File: src/rtl/mem_initiator.sv
//==============================================================================
// Module      : mem_initiator
// Description : Arbitrates thread fetches and s3 loads/stores onto the slowmem
//               strobe/mfc bus; returns tagged read responses to the pipeline.
// Revision    : 1.0 - initial release
//==============================================================================
`default_nettype none

module mem_initiator #(
    parameter int MEMDELAY = 4,
    parameter int TIMEOUT  = MEMDELAY + 3
) (
    input  logic        clk,
    input  logic        reset,
    input  logic [1:0]  fetch_req,
    input  logic [15:0] fetch_addr0,
    input  logic [15:0] fetch_addr1,
    output logic [1:0]  fetch_ack,
    input  logic        d_req,
    input  logic        d_write,
    input  logic        d_pid,
    input  logic [15:0] d_addr,
    input  logic [15:0] d_wdata,
    input  logic [8:0]  d_tag,
    output logic        d_ack,
    output logic        strobe,
    output logic        rnotw,
    output logic [15:0] addr,
    output logic [15:0] wdata,
    input  logic        mfc,
    input  logic [15:0] rdata,
    output logic        resp_valid,
    output logic        resp_pid,
    output logic        resp_load,
    output logic [8:0]  resp_tag,
    output logic [15:0] resp_data,
    output logic        busy,
    output logic        err
);

    localparam logic [0:0] c_ST_IDLE = 1'b0;
    localparam logic [0:0] c_ST_WAIT = 1'b1;

    // Counter sized to cover the larger of the two limits so TIMEOUT overrides stay safe.
    localparam int c_WD_MAX = (TIMEOUT > MEMDELAY) ? TIMEOUT : MEMDELAY;
    localparam int c_WD_W   = $clog2(c_WD_MAX + 1);
    localparam logic [c_WD_W-1:0] c_WD_LAST = c_WD_W'(TIMEOUT - 1);
    localparam logic [c_WD_W-1:0] c_WD_ONE  = c_WD_W'(1);

    logic [0:0]        r_state;
    logic [0:0]        w_next_state;
    logic              r_rr;
    logic [c_WD_W-1:0] r_wd;

    logic              r_strobe;
    logic              r_rnotw;
    logic [15:0]       r_addr;
    logic [15:0]       r_wdata;
    logic              r_rec_pid;
    logic              r_rec_load;
    logic [8:0]        r_rec_tag;
    logic              r_resp_valid;
    logic              r_resp_pid;
    logic              r_resp_load;
    logic [8:0]        r_resp_tag;
    logic [15:0]       r_resp_data;
    logic              r_err;

    logic              w_fetch_pid;
    logic              w_fetch_grant;
    logic              w_read_grant;
    logic              w_store_grant;
    logic              w_any_grant;
    logic [15:0]       w_grant_addr;
    logic              w_in_wait;
    logic              w_wd_last;

    assign w_fetch_pid   = fetch_req[r_rr] ? r_rr : ~r_rr;
    assign w_fetch_grant = |fetch_ack;
    assign w_store_grant = d_ack & d_write;
    assign w_read_grant  = w_fetch_grant | (d_ack & ~d_write);
    assign w_any_grant   = w_fetch_grant | d_ack;
    assign w_grant_addr  = d_ack ? d_addr : (fetch_ack[1] ? fetch_addr1 : fetch_addr0);
    assign w_in_wait     = (r_state == c_ST_WAIT);
    assign w_wd_last     = (r_wd == c_WD_LAST);

    always_ff @(posedge clk or posedge reset) begin
        if (reset) begin
            r_state <= c_ST_IDLE;
        end else begin
            r_state <= w_next_state;
        end
    end

    // mfc takes precedence over the watchdog when both land in the same cycle.
    always_comb begin
        w_next_state = r_state;
        case (r_state)
            c_ST_IDLE: begin
                if (w_read_grant) begin
                    w_next_state = c_ST_WAIT;
                end
            end
            c_ST_WAIT: begin
                if (mfc || w_wd_last) begin
                    w_next_state = c_ST_IDLE;
                end
            end
            default: w_next_state = c_ST_IDLE;
        endcase
    end

    // Grants never look at mfc, so a completing read cannot steal a store slot.
    always_comb begin
        fetch_ack = 2'b00;
        d_ack     = 1'b0;
        if (!reset) begin
            case (r_state)
                c_ST_IDLE: begin
                    if (d_req) begin
                        d_ack = 1'b1;
                    end else if (|fetch_req) begin
                        fetch_ack[w_fetch_pid] = 1'b1;
                    end
                end
                c_ST_WAIT: begin
                    d_ack = d_req & d_write;
                end
                default: begin
                    fetch_ack = 2'b00;
                    d_ack     = 1'b0;
                end
            endcase
        end
    end

    always_ff @(posedge clk or posedge reset) begin
        if (reset) begin
            r_rr         <= 1'b0;
            r_wd         <= '0;
            r_strobe     <= 1'b0;
            r_rnotw      <= 1'b1;
            r_addr       <= 16'h0000;
            r_wdata      <= 16'h0000;
            r_rec_pid    <= 1'b0;
            r_rec_load   <= 1'b0;
            r_rec_tag    <= 9'h000;
            r_resp_valid <= 1'b0;
            r_resp_pid   <= 1'b0;
            r_resp_load  <= 1'b0;
            r_resp_tag   <= 9'h000;
            r_resp_data  <= 16'h0000;
            r_err        <= 1'b0;
        end else begin
            r_strobe     <= w_any_grant;
            r_resp_valid <= 1'b0;

            if (w_any_grant) begin
                r_addr  <= w_grant_addr;
                r_rnotw <= w_read_grant;
            end

            if (w_store_grant) begin
                r_wdata <= d_wdata;
            end

            if (w_read_grant) begin
                r_rec_pid  <= d_ack ? d_pid : fetch_ack[1];
                r_rec_load <= d_ack;
                r_rec_tag  <= d_ack ? d_tag : 9'h000;
                r_wd       <= '0;
            end else if (w_in_wait && !mfc && !w_wd_last) begin
                r_wd <= r_wd + c_WD_ONE;
            end

            if (w_in_wait && mfc) begin
                r_resp_valid <= 1'b1;
                r_resp_pid   <= r_rec_pid;
                r_resp_load  <= r_rec_load;
                r_resp_tag   <= r_rec_tag;
                r_resp_data  <= rdata;
            end

            if (w_in_wait && !mfc && w_wd_last) begin
                r_err <= 1'b1;
            end

            if (w_fetch_grant) begin
                r_rr <= ~r_rr;
            end
        end
    end

    assign strobe     = r_strobe;
    assign rnotw      = r_rnotw;
    assign addr       = r_addr;
    assign wdata      = r_wdata;
    assign resp_valid = r_resp_valid;
    assign resp_pid   = r_resp_pid;
    assign resp_load  = r_resp_load;
    assign resp_tag   = r_resp_tag;
    assign resp_data  = r_resp_data;
    assign busy       = w_in_wait;
    assign err        = r_err;

endmodule

`default_nettype wire

File: config.mk
export PLATFORM = sky130hd
export DESIGN_NAME = mem_initiator
export DESIGN_NICKNAME = d
export VERILOG_FILES = /design/src/rtl/mem_initiator.sv
export SDC_FILE = /design/constraint.sdc
export NUM_CORES = 1
export LEC_CHECK = 0
export BUFFER_PORTS_ARGS = -buffer_cell sky130_fd_sc_hd__buf_2
export CAP_MARGIN = 20
export CORE_ASPECT_RATIO = 0.5
export CORE_MARGIN = 1
export CORE_UTILIZATION = 40
export CTS_BUF_LIST = sky130_fd_sc_hd__clkbuf_16
export DETAILED_ROUTE_END_ITERATION = 7
export PLACE_DENSITY = 0.72
export SYNTH_ARGS = -nofsm -noshare
export SYNTH_HDL_FRONTEND = slang
export SYNTH_SLANG_ARGS = --single-unit
File: constraint.sdc
create_clock -name clk -period 2.9 [get_ports clk]
set_input_delay 0.58 -clock clk [delete_from_list [all_inputs] [get_ports clk]]
set_output_delay 0.58 -clock clk [all_outputs]
set_load 0.01 [all_outputs]
==> qor.yml <==
status:
  status: "complete, no violations"
sta:
  rsz0062_at_grt: "no"
  finalCritPeriodShare_pct: 83.6
  max_slew_margin_pct: 61.9
  slew_violations: 0
  setup_viol: 0
  timing_hold_violations_final: 0
  fin_tns_setup_ps: 0
  worst_pin_slew_ps: 572
  fmax_ghz: 0.413
  finalClockSkew_ps: 5.24
  fin_crit_ps: 2420
yosys:
  synthDominantCellAreaShare_pct: 58.3
  synth_top_family_by_area: "multiplexers"
  yosys.area_share.simple_pct: 9.97
  synth-xor-area-share_pct: 0.784
  synth_area_um2: 3350
  synth_edf_count: 0
  syn_avg_cell_area_um2: 12.5
  synth_top_area_cell: "dfrtp_1"
  ys_warn_count: 0
  netlist_instances: 268
  yosys.cell_types.count: 35
  ys_seq_area_share_pct: 59.0
  mappedNetlistNets: 367
  synthTopCellsByArea: "dfrtp_1 58%, mux2_2 14%, mux2i_1 5.1%, nand2_1 4.4%, o211ai_1 3.6%"
  synthFlopType: "dfrtp_1"
  synthAdderAreaFrac_pct: 0.747
  ys_ff_latch: 79
  async_flop_share_pct: 100
  synth.area.mux_share_pct: 19.2
  synth_compound_area_share_pct: 7.17
floorplanning:
  fp-row-count: 23
  core_um2: 8060
  fp.dieW_um: 131
  io_pins: 164
  die_area_um2: 8770
  start_util_pct: 41.6
  die_h_um: 66.7
final_layout:
  fillCellCount: 705
  multi_input_area_um2: 1280
  drive_above_1_share_pct: 53.5
  layout.nets: 533
  final_cell_mix: "163 x buf_2, 78 x dfrtp_1, 42 x mux2_2, 39 x nand2_1, 18 x nand3_1"
  utilization_pct: 56.7
  regArea_um2: 1980
  diodes: 0
  layout_commonest_cell: "buf_2"
  syn2layout_area_growth_pct: 36.3
drt:
  drcViolationCount: 0
  wirelength_mm: 7.30
  viasPerCell: 4.68
  drtIter0Drc: 95
  wl_per_cell_um: 13.2
  antenna_left: 0
  num_vias: 2578
  first_pass_iters: 4
setup_path:
  arrival_ps: 1840
  crit_type: "flop to output port"
  crit_start: "busy$_DFF_PP0_"
  ff2ff_path_depth: 5
  rr_endpoint: "r_rec_pid$_DFFE_PP0P_"
  worst_ep_required_time_ps: 2320
  r2r_setup_slack_ps: 1160
  r2r-start: "busy$_DFF_PP0_"
  critPathMaxFanout: 19
  start_kind: "flop"
  critPathCapture: "d_ack"
  crit_path_end_kind: "output port"
placed_design:
  portBuffers: 163
  gp_congestion: 0.800
  hpwl_mm: 5.30
global_route:
  grtUsageTotal_pct: 16.9
  global_route.overflow_total: 0
  grt_busiest_layer: "met2"
  grt_pass1_vias: 2409
  grt_use_met2_pct: 29.8
  antenna_found_initial: 0
  grt_pass1_wl_mm: 11.4
  met3_usage_pct: 4.87
  grt_max_degree: 45
  use_met1_pct: 19.9
power:
  seq_power_share_pct: 44.2
  peakVddDrop_uv: 351
  p_sw_w: 0.000976
  combPwrFrac_pct: 25.1
  clkPwrFrac_pct: 30.7
  power_switching_share_pct: 28.2
  power_density_nw_per_um2: 757
  internal-power_w: 0.00248
  cellLeakagePower_nw: 2.43
clock_tree:
  cts_sinks: 79
  clk_pin_slew_ps: 50
  cts_buffers: 9
  cts_tree: "done"
  cts_root_buf: "clkbuf_16"
  postCtsSetupBuffers: 0
  htree_levels: 3
  ctsResizeCount: 0
  cts-hold-fix-buffers: 0
  insertion_delay_ps: 330
  clockBufferDepth: 2
flow_run:
  cap_violations: 0
min_path:
  holdCritPathClass: "input pin to asynchronous set/reset pin"
-- layer usage --
metal / vias to the layer above / wire length, um
li1: 1264 / -
met1: 1211 / 3160
met2: 93 / 3630
met3: 10 / 385
met4: 0 / 113
met5: - / 0
-- cell usage after synthesis, types with 2 or more instances --
master and n:
nand3_1 18, buf_2 8, inv_2 2, mux2_2 42, xnor2_1 2, nor2_1 3, inv_1 5, buf_6 2
mux2i_1 17, nand2_1 39, clkbuf_1 4, dfrtp_1 78, o211ai_1 16, ha_1 2, o21ai_0 10
-- through the flow --
step                      worst slack (ps)  power (W)  hold WS, ps  instance area, um^2  std cells
after floorplan                        298    0.00203          446                 3350        268
after global placement                 692    0.00240          450                 4280        535
after detailed placement               672    0.00243          468                 4280        535
after CTS                              455    0.00351          347                 4570        551
after global routing                   352    0.00365          391                 4570        551
final                                  477    0.00346          344                 4570        551
-- worst max-delay path, stage by stage, from the launching register on --
cell and delay, ps:
dfrtp_1 460, inv_1 110, o21ai_4 470, inv_2 270, buf_2 210
-- flip-flops by register name, summed over array words and instances, names as in the netlist, 3 cells and up --
| name | count |
|---|---|
| resp_data | 16 |
| r_wd | 3 |
| wdata | 16 |
| r_rec_tag | 9 |
| addr | 16 |
| resp_tag | 9 |
-- worst min path at each step --
stage | from | to | slack [ps] | cells past startpoint
final | reset | busy$_DFF_PP0_ | 340 | 2
after global routing | reset | addr[6]$_DFFE_PP0P_ | 390 | 2
after CTS | reset | addr[3]$_DFFE_PP0P_ | 350 | 2
after detailed placement | err$_DFFE_PP0P_ | err$_DFFE_PP0P_ | 470 | 1
after global placement | err$_DFFE_PP0P_ | err$_DFFE_PP0P_ | 450 | 1
after floorplan | r_rec_load$_DFFE_PP0P_ | r_rec_load$_DFFE_PP0P_ | 450 | 1
-- power by group through the flow --
stage	logic, W	registers (W)	clock network (W)
2_1_floorplan	0.000377	0.00165	0
3_3_place_gp	0.000863	0.00154	0
3_5_place_dp	0.000881	0.00155	0
4_1_cts	0.000884	0.00153	0.00109
5_1_grt	0.000952	0.00157	0.00114
6_report	0.000867	0.00153	0.00106
-- cell families (layout without fill, tap and decap cells) --
| kind of cell | count (synthesis) | count (layout) |
|---|---|---|
| flops | 79 | 79 |
| buf+inv | 21 | 192 |
| simple gates | 70 | 70 |
| mux | 59 | 59 |
| fa+ha+maj | 2 | 2 |
| compound gates | 34 | 34 |
| xor+xnor | 3 | 3 |
-- cell type report --
type	count	area share, %
Clock inverter	7	1.29
Timing Repair Buffer	169	18.8
Sequential cell	79	43.3
Inverter	7	0.603
Clock buffer	9	4.93
Multi-Input combinational cell	168	27.9
Tap cell	112	3.07
Note: power is estimated with default switching activity, not from simulation.
